[config.mk]
export PLATFORM = sky130hd
export DESIGN_NAME = gray_bin_decoder
export DESIGN_NICKNAME = d
export VERILOG_FILES = /design/src/rtl/gray_pkg.sv /design/src/rtl/gray_sync_filter.sv /design/src/rtl/gray_bin_decoder.sv
export SDC_FILE = /design/constraint.sdc
export NUM_CORES = 1
export LEC_CHECK = 0
export CORE_MARGIN = 5
export CORE_UTILIZATION = 30
export DETAILED_ROUTE_END_ITERATION = 16
export GPL_TIMING_DRIVEN = 0
export PLACE_DENSITY = 0.52
export SYNTH_ARGS = -nofsm -noshare
export SYNTH_HDL_FRONTEND = slang
export SYNTH_SLANG_ARGS = --single-unit
[constraint.sdc]
create_clock -name clk -period 2.7 [get_ports clk]
set_input_delay 0.54 -clock clk [delete_from_list [all_inputs] [get_ports clk]]
set_output_delay 0.54 -clock clk [all_outputs]
set_load 0.02 [all_outputs]
[src/rtl/gray_pkg.sv]
// Shared Gray-code helpers and decoder state type, used by both encoder and decoder.
// Functions work on zero-extended vectors, so any width up to GRAY_MAX_W is handled.
package gray_pkg;

   localparam int GRAY_MAX_W = 32;

   typedef enum logic {
      INIT,
      TRACK
   } gray_dec_state_t;

   function automatic logic [GRAY_MAX_W-1:0] gray2bin(input logic [GRAY_MAX_W-1:0] g);
      logic [GRAY_MAX_W-1:0] b;
      b[GRAY_MAX_W-1] = g[GRAY_MAX_W-1];
      for (int i = GRAY_MAX_W-2; i >= 0; i--) begin
         b[i] = b[i+1] ^ g[i];
      end
      return b;
   endfunction

   function automatic logic [GRAY_MAX_W-1:0] bin2gray(input logic [GRAY_MAX_W-1:0] b);
      return b ^ (b >> 1);
   endfunction

   // True when the two codes differ in exactly one bit.
   function automatic logic hamming_is_one(input logic [GRAY_MAX_W-1:0] a,
                                           input logic [GRAY_MAX_W-1:0] b);
      logic [GRAY_MAX_W-1:0] x;
      x = a ^ b;
      return (x != '0) && ((x & (x - 1)) == '0);
   endfunction

endpackage

[src/rtl/gray_sync_filter.sv]
// Two-flop synchroniser plus stability filter for an asynchronous Gray bus.
// accept is combinational and fires once per stable run, on its (STABLE_CYCLES+1)th sample.
module gray_sync_filter
   import gray_pkg::*;
#(
   parameter int WIDTH         = 4,
   parameter int STABLE_CYCLES = 3
) (
   input  logic             clk,
   input  logic             rst_n,
   input  logic [WIDTH-1:0] gray_in,
   output logic [WIDTH-1:0] code,
   output logic             accept
);

   localparam int               CNT_W   = (STABLE_CYCLES > 1) ? $clog2(STABLE_CYCLES) : 1;
   localparam logic [CNT_W-1:0] CNT_MAX = CNT_W'(STABLE_CYCLES - 1);

   logic [WIDTH-1:0] r_s1;
   logic [WIDTH-1:0] r_s2;
   logic [WIDTH-1:0] r_cand;
   logic [CNT_W-1:0] r_cnt;
   logic             r_lock;
   logic             w_same;

   assign w_same = (r_s2 == r_cand);

   always_ff @(posedge clk or negedge rst_n) begin
      if (!rst_n) begin
         r_s1   <= '0;
         r_s2   <= '0;
         r_cand <= '0;
         r_cnt  <= '0;
         r_lock <= 1'b0;
      end else begin
         r_s1 <= gray_in;
         r_s2 <= r_s1;
         if (!w_same) begin
            r_cand <= r_s2;
            r_cnt  <= '0;
            r_lock <= 1'b0;
         end else if (r_cnt < CNT_MAX) begin
            r_cnt <= r_cnt + CNT_W'(1);
         end else if (!r_lock) begin
            r_lock <= 1'b1;
         end
      end
   end

   assign code   = r_cand;
   assign accept = w_same && (r_cnt == CNT_MAX) && !r_lock;

endmodule

[src/rtl/gray_bin_decoder.sv]
// Gray-to-binary decoder: filtered accepts are decoded, step-checked and reported
// with a direction bit; multi-bit jumps raise err_pulse and sticky step_err.
//   state | meaning
//   INIT  | no code accepted yet since reset; next accept is loaded unchecked
//   TRACK | bin_out holds the last accepted code; accepts are step-checked
module gray_bin_decoder
   import gray_pkg::*;
#(
   parameter int WIDTH         = 4,
   parameter int STABLE_CYCLES = 3
) (
   input  logic             clk,
   input  logic             rst_n,
   input  logic [WIDTH-1:0] gray_in,
   input  logic             clr_err,
   output logic [WIDTH-1:0] bin_out,
   output logic             bin_valid,
   output logic             dir,
   output logic             err_pulse,
   output logic             step_err
);

   gray_dec_state_t  r_state;
   gray_dec_state_t  w_state_nxt;
   logic [WIDTH-1:0] r_bin_out;
   logic             r_bin_valid;
   logic             r_dir;
   logic             r_err_pulse;
   logic             r_step_err;

   logic [WIDTH-1:0] w_code;
   logic             w_accept;
   logic [WIDTH-1:0] w_new_bin;
   logic [WIDTH-1:0] w_old_gray;
   logic             w_load;
   logic             w_err;
   logic             w_dir;

   gray_sync_filter #(
      .WIDTH         (WIDTH),
      .STABLE_CYCLES (STABLE_CYCLES)
   ) u_filter (
      .clk     (clk),
      .rst_n   (rst_n),
      .gray_in (gray_in),
      .code    (w_code),
      .accept  (w_accept)
   );

   assign w_new_bin  = WIDTH'(gray2bin(GRAY_MAX_W'(w_code)));
   assign w_old_gray = WIDTH'(bin2gray(GRAY_MAX_W'(r_bin_out)));

   always_comb begin
      w_state_nxt = r_state;
      w_load      = 1'b0;
      w_err       = 1'b0;
      w_dir       = 1'b0;
      case (r_state)
         INIT: begin
            if (w_accept) begin
               w_load      = 1'b1;
               w_state_nxt = TRACK;
            end
         end
         TRACK: begin
            if (w_accept && (w_code != w_old_gray)) begin
               w_load = 1'b1;
               if (hamming_is_one(GRAY_MAX_W'(w_code), GRAY_MAX_W'(w_old_gray))) begin
                  w_dir = (w_new_bin == WIDTH'(r_bin_out + WIDTH'(1)));
               end else begin
                  w_err = 1'b1;
               end
            end
         end
         default: w_state_nxt = INIT;
      endcase
   end

   always_ff @(posedge clk or negedge rst_n) begin
      if (!rst_n) begin
         r_state     <= INIT;
         r_bin_out   <= '0;
         r_bin_valid <= 1'b0;
         r_dir       <= 1'b0;
         r_err_pulse <= 1'b0;
         r_step_err  <= 1'b0;
      end else begin
         r_state     <= w_state_nxt;
         r_bin_valid <= w_load;
         r_err_pulse <= w_err;
         if (w_load) begin
            r_bin_out <= w_new_bin;
            r_dir     <= w_dir;
         end
         // A new error on the same edge as clr_err keeps the flag set.
         r_step_err <= w_err | (r_step_err & ~clr_err);
      end
   end

   assign bin_out   = r_bin_out;
   assign bin_valid = r_bin_valid;
   assign dir       = r_dir;
   assign err_pulse = r_err_pulse;
   assign step_err  = r_step_err;

endmodule

==> parameters.txt <==
Parameter                              Value

Die
  I/O pins    15
  Placeable core region    0.00336 sq mm
  Die area    0.00477 sq mm
  Site Rows    21
  Initial core utilization    31.1%
  Die width    69.1 microns
  Height of the chip    69.1 microns

Worst setup path
  CP Data Arrival Time    2320 ps
  Critical Path Max Stage Delay    480 ps
  Crit-path max FO    8
  Critical path, cell by cell    buf_2, xnor2_1, nand4_1, or3b_1, a31oi_4, mux2_2
  Type of the worst setup path    flip-flop to flip-flop
  CP Buf/Inv Count    1
  Worst-path cell with the longest stage delay    sky130_fd_sc_hd__or3b_1
  CP Capture Type    flip-flop
  Startpoint type of the worst setup path    flip-flop
  Delay-heaviest family, CP    simple AND/OR/NAND/NOR gates
  Critical Path RT    2910 ps

Pwr
  Power Dens Cells    469 mW/mm^2
  Static leakage    0.555 nW
  Peak supply drop    178 uV

Yosys
  Syn avg cell area    12.3 sq um
  Ys async rst share    100%
  Post-synth top area cell    sky130_fd_sc_hd__dfrtp_1
  YS warnings    0
  Fraction of synthesized area in multiplexers    6.09%
  Post-synthesis cell type count    28
  Net count after synthesis    95
  Leading cell types by count after synthesis    24 x sky130_fd_sc_hd__dfrtp_1, 9 x sky130_fd_sc_hd__xnor2_1, 6 x sky130_fd_sc_hd__nand2_1, 6 x sky130_fd_sc_hd__nor2_1
  Area of the mapped netlist    0.00105 sq mm
  Dominant combinational cell family by area after synthesis    XOR/XNOR gates
  Post-synthesis compound-gate area fraction    6.33%
  Library cell with the highest instance count after synthesis    sky130_fd_sc_hd__dfrtp_1
  Area share of fa/ha/maj cells after synthesis    3.58%
  Area fraction in and, or, nand and nor cells after synthesis    10.9%
  Number of enable-type register cells in the synthesized netlist    0
  Cells taking the most area after synthesis    sky130_fd_sc_hd__dfrtp_1 57%, sky130_fd_sc_hd__xnor2_1 7.5%, sky130_fd_sc_hd__ha_1 3.6%
  Flip-flop cell with the highest count after synthesis    sky130_fd_sc_hd__dfrtp_1
  Yosys reg bits    24
  Sequential element share of the synthesized area    57.3%
  Post-synthesis share of cell area spent on xor and xnor gates    12.4%
  Synthesized netlist cell count    85
  Area share of the largest cell type after synthesis    57.3%

Clock network
  CTS tree    yes
  Clock transition at the registers of the reported paths    120 ps
  Max Buffers Root-to-Sink    2
  Total CTS buffers    3
  Num Clock Sinks    24
  Number of H-tree levels    1
  CTS Hold Buffers Added    0
  Clock Latency Late Sink    310 ps
  Total of cells resized after clock tree synthesis    0
  Cell at the root of the clock tree    sky130_fd_sc_hd__clkbuf_4
  Buffers inserted during post-CTS setup optimization    0

Drt
  Total Routed Length    1.59 mm
  First DRT Iteration DRCs    47
  Post-route ant nets    0
  Total via count in the routed design    639
  Post-DR wirelength/cell    10.8 microns
  Ratio of routed vias to standard cells    4.32
  1st-pass router iterations    2
  DRC violations left    0

Timing
  Time the final worst path needs with I/O delays and setup    2120 ps
  Clock skew after layout    2.07 ps
  Final-report max-slew violation count    0
  Final worst slack    582 ps
  Worst Max-Slew Pin Slew    1040 ps
  Headroom to the max-slew limit    30.3%
  Final total negative setup slack    0 ps
  Count of final hold-check violations    0
  Ratio of final minimum period to clock period    78.4%
  Total of endpoints with negative setup slack in the final report    0
  Highest attainable clock frequency    472 MHz
  RSZ-0062 raised after global routing    false

Cells and area
  Final #Nets    114
  Layout cells sized above 1    9.80%
  Signed area change from the synthesized netlist to the final layout    21.0%
  Final standard cell utilization of the core    37.7%
  Antenna diodes    0

GRT
  Wire length of the first global-routing pass    2.97 mm
  Number of global-route vias before repair    664
  Overflow left after global routing    0
  Number of antenna violations at the first check in global routing    0
  Pin count of the biggest net entering global routing    25
  Global routing usage summed across all routing layers    7.73%

Placement
  Pre-CTS WS    579 ps
  Final RePlAce weighted congestion    0.790
  Total of buffers placed on input and output ports    14
  Placed wire-length estimate    1.21 mm

Outcome
  Outcome    finished clean

Worst hold path
  Kind of path behind the tightest hold check    flip-flop to flip-flop

Job
  Max-cap violations    0
[area by class of cell]
cell class | instances | area (sq um)
Buffer | 5 | 20.0
Clock buffer | 3 | 22.5
Fill cell | 363 | 2100
Inverter | 4 | 15.0
Multi-Input combinational cell | 52 | 412
Sequential cell | 24 | 601
Tap cell | 46 | 57.6
Timing Repair Buffer | 14 | 140
[sequential cells by signal, summed over array words and instances (netlist names), 2 cells and up]
name / count
bin_out: 4
u_filter.code: 4
u_filter.r_cnt: 2
u_filter.r_s1: 4
u_filter.r_s2: 4
[through the flow]
| step | hold WS (ps) | area [sq um] | power (mW) | instances |
|---|---|---|---|---|
| after detailed placement | 336 | 1240 | 0.451 | 145 |
| after floorplan | 244 | 1050 | 0.426 | 85 |
| final | 364 | 1270 | 0.595 | 148 |
| after global placement | 331 | 1240 | 0.450 | 145 |
| after global routing | 370 | 1270 | 0.624 | 148 |
| after CTS | 367 | 1270 | 0.610 | 148 |
[final timing paths]
path,slack (ps),start,cells past startpoint,end
worst max-delay path,580,u_filter.code[3],6,bin_out[2]
min in group asynchronous,790,rst_n,1,bin_out[3]
worst min register to register,360,u_filter.r_s1[3],0,u_filter.r_s2[3]
worst min-delay path,360,u_filter.r_s1[3],0,u_filter.r_s2[3]
max in group asynchronous,1290,rst_n,1,bin_out[2]
worst max register to register,580,u_filter.code[3],6,bin_out[2]
[power breakdown]
group / internal [mW] / leakage, nW / switching, mW
sequential: 0.371 / 0.307 / 0.00931
combinational: 0.0314 / 0.234 / 0.0304
clock: 0.0521 / 0.0138 / 0.101
[logic make-up (layout without fill, tap and decap cells)]
group / after synthesis / count (layout)
compound gates: 7 / 7
xor+xnor: 14 / 14
fa+ha+maj: 3 / 3
buf+inv: 9 / 26
flops: 24 / 24
mux: 6 / 6
simple gates: 22 / 22
[cell usage in the layout, fill, tap and decap left out, types with 2 or more instances in the layout]
cell,instances
sky130_fd_sc_hd__dfrtp_1,24
sky130_fd_sc_hd__clkdlybuf4s50_1,14
sky130_fd_sc_hd__xnor2_1,9
sky130_fd_sc_hd__nand2_1,6
sky130_fd_sc_hd__nor2_1,6
sky130_fd_sc_hd__inv_1,4
sky130_fd_sc_hd__xor2_1,4
sky130_fd_sc_hd__clkbuf_1,4
sky130_fd_sc_hd__mux2i_1,3
sky130_fd_sc_hd__mux2_2,3
sky130_fd_sc_hd__ha_1,3
sky130_fd_sc_hd__clkbuf_4,3
sky130_fd_sc_hd__and2_1,2
[per-layer routing]
metal	vias up	GRT usage, %	share of wire [%]
li1	314	-	-
met1	303	9.45	48
met2	17	12.0	44
met3	5	2.76	6.2
met4	0	3.90	2.1
met5	-	0	0
Note: power is estimated with default switching activity, not from simulation.
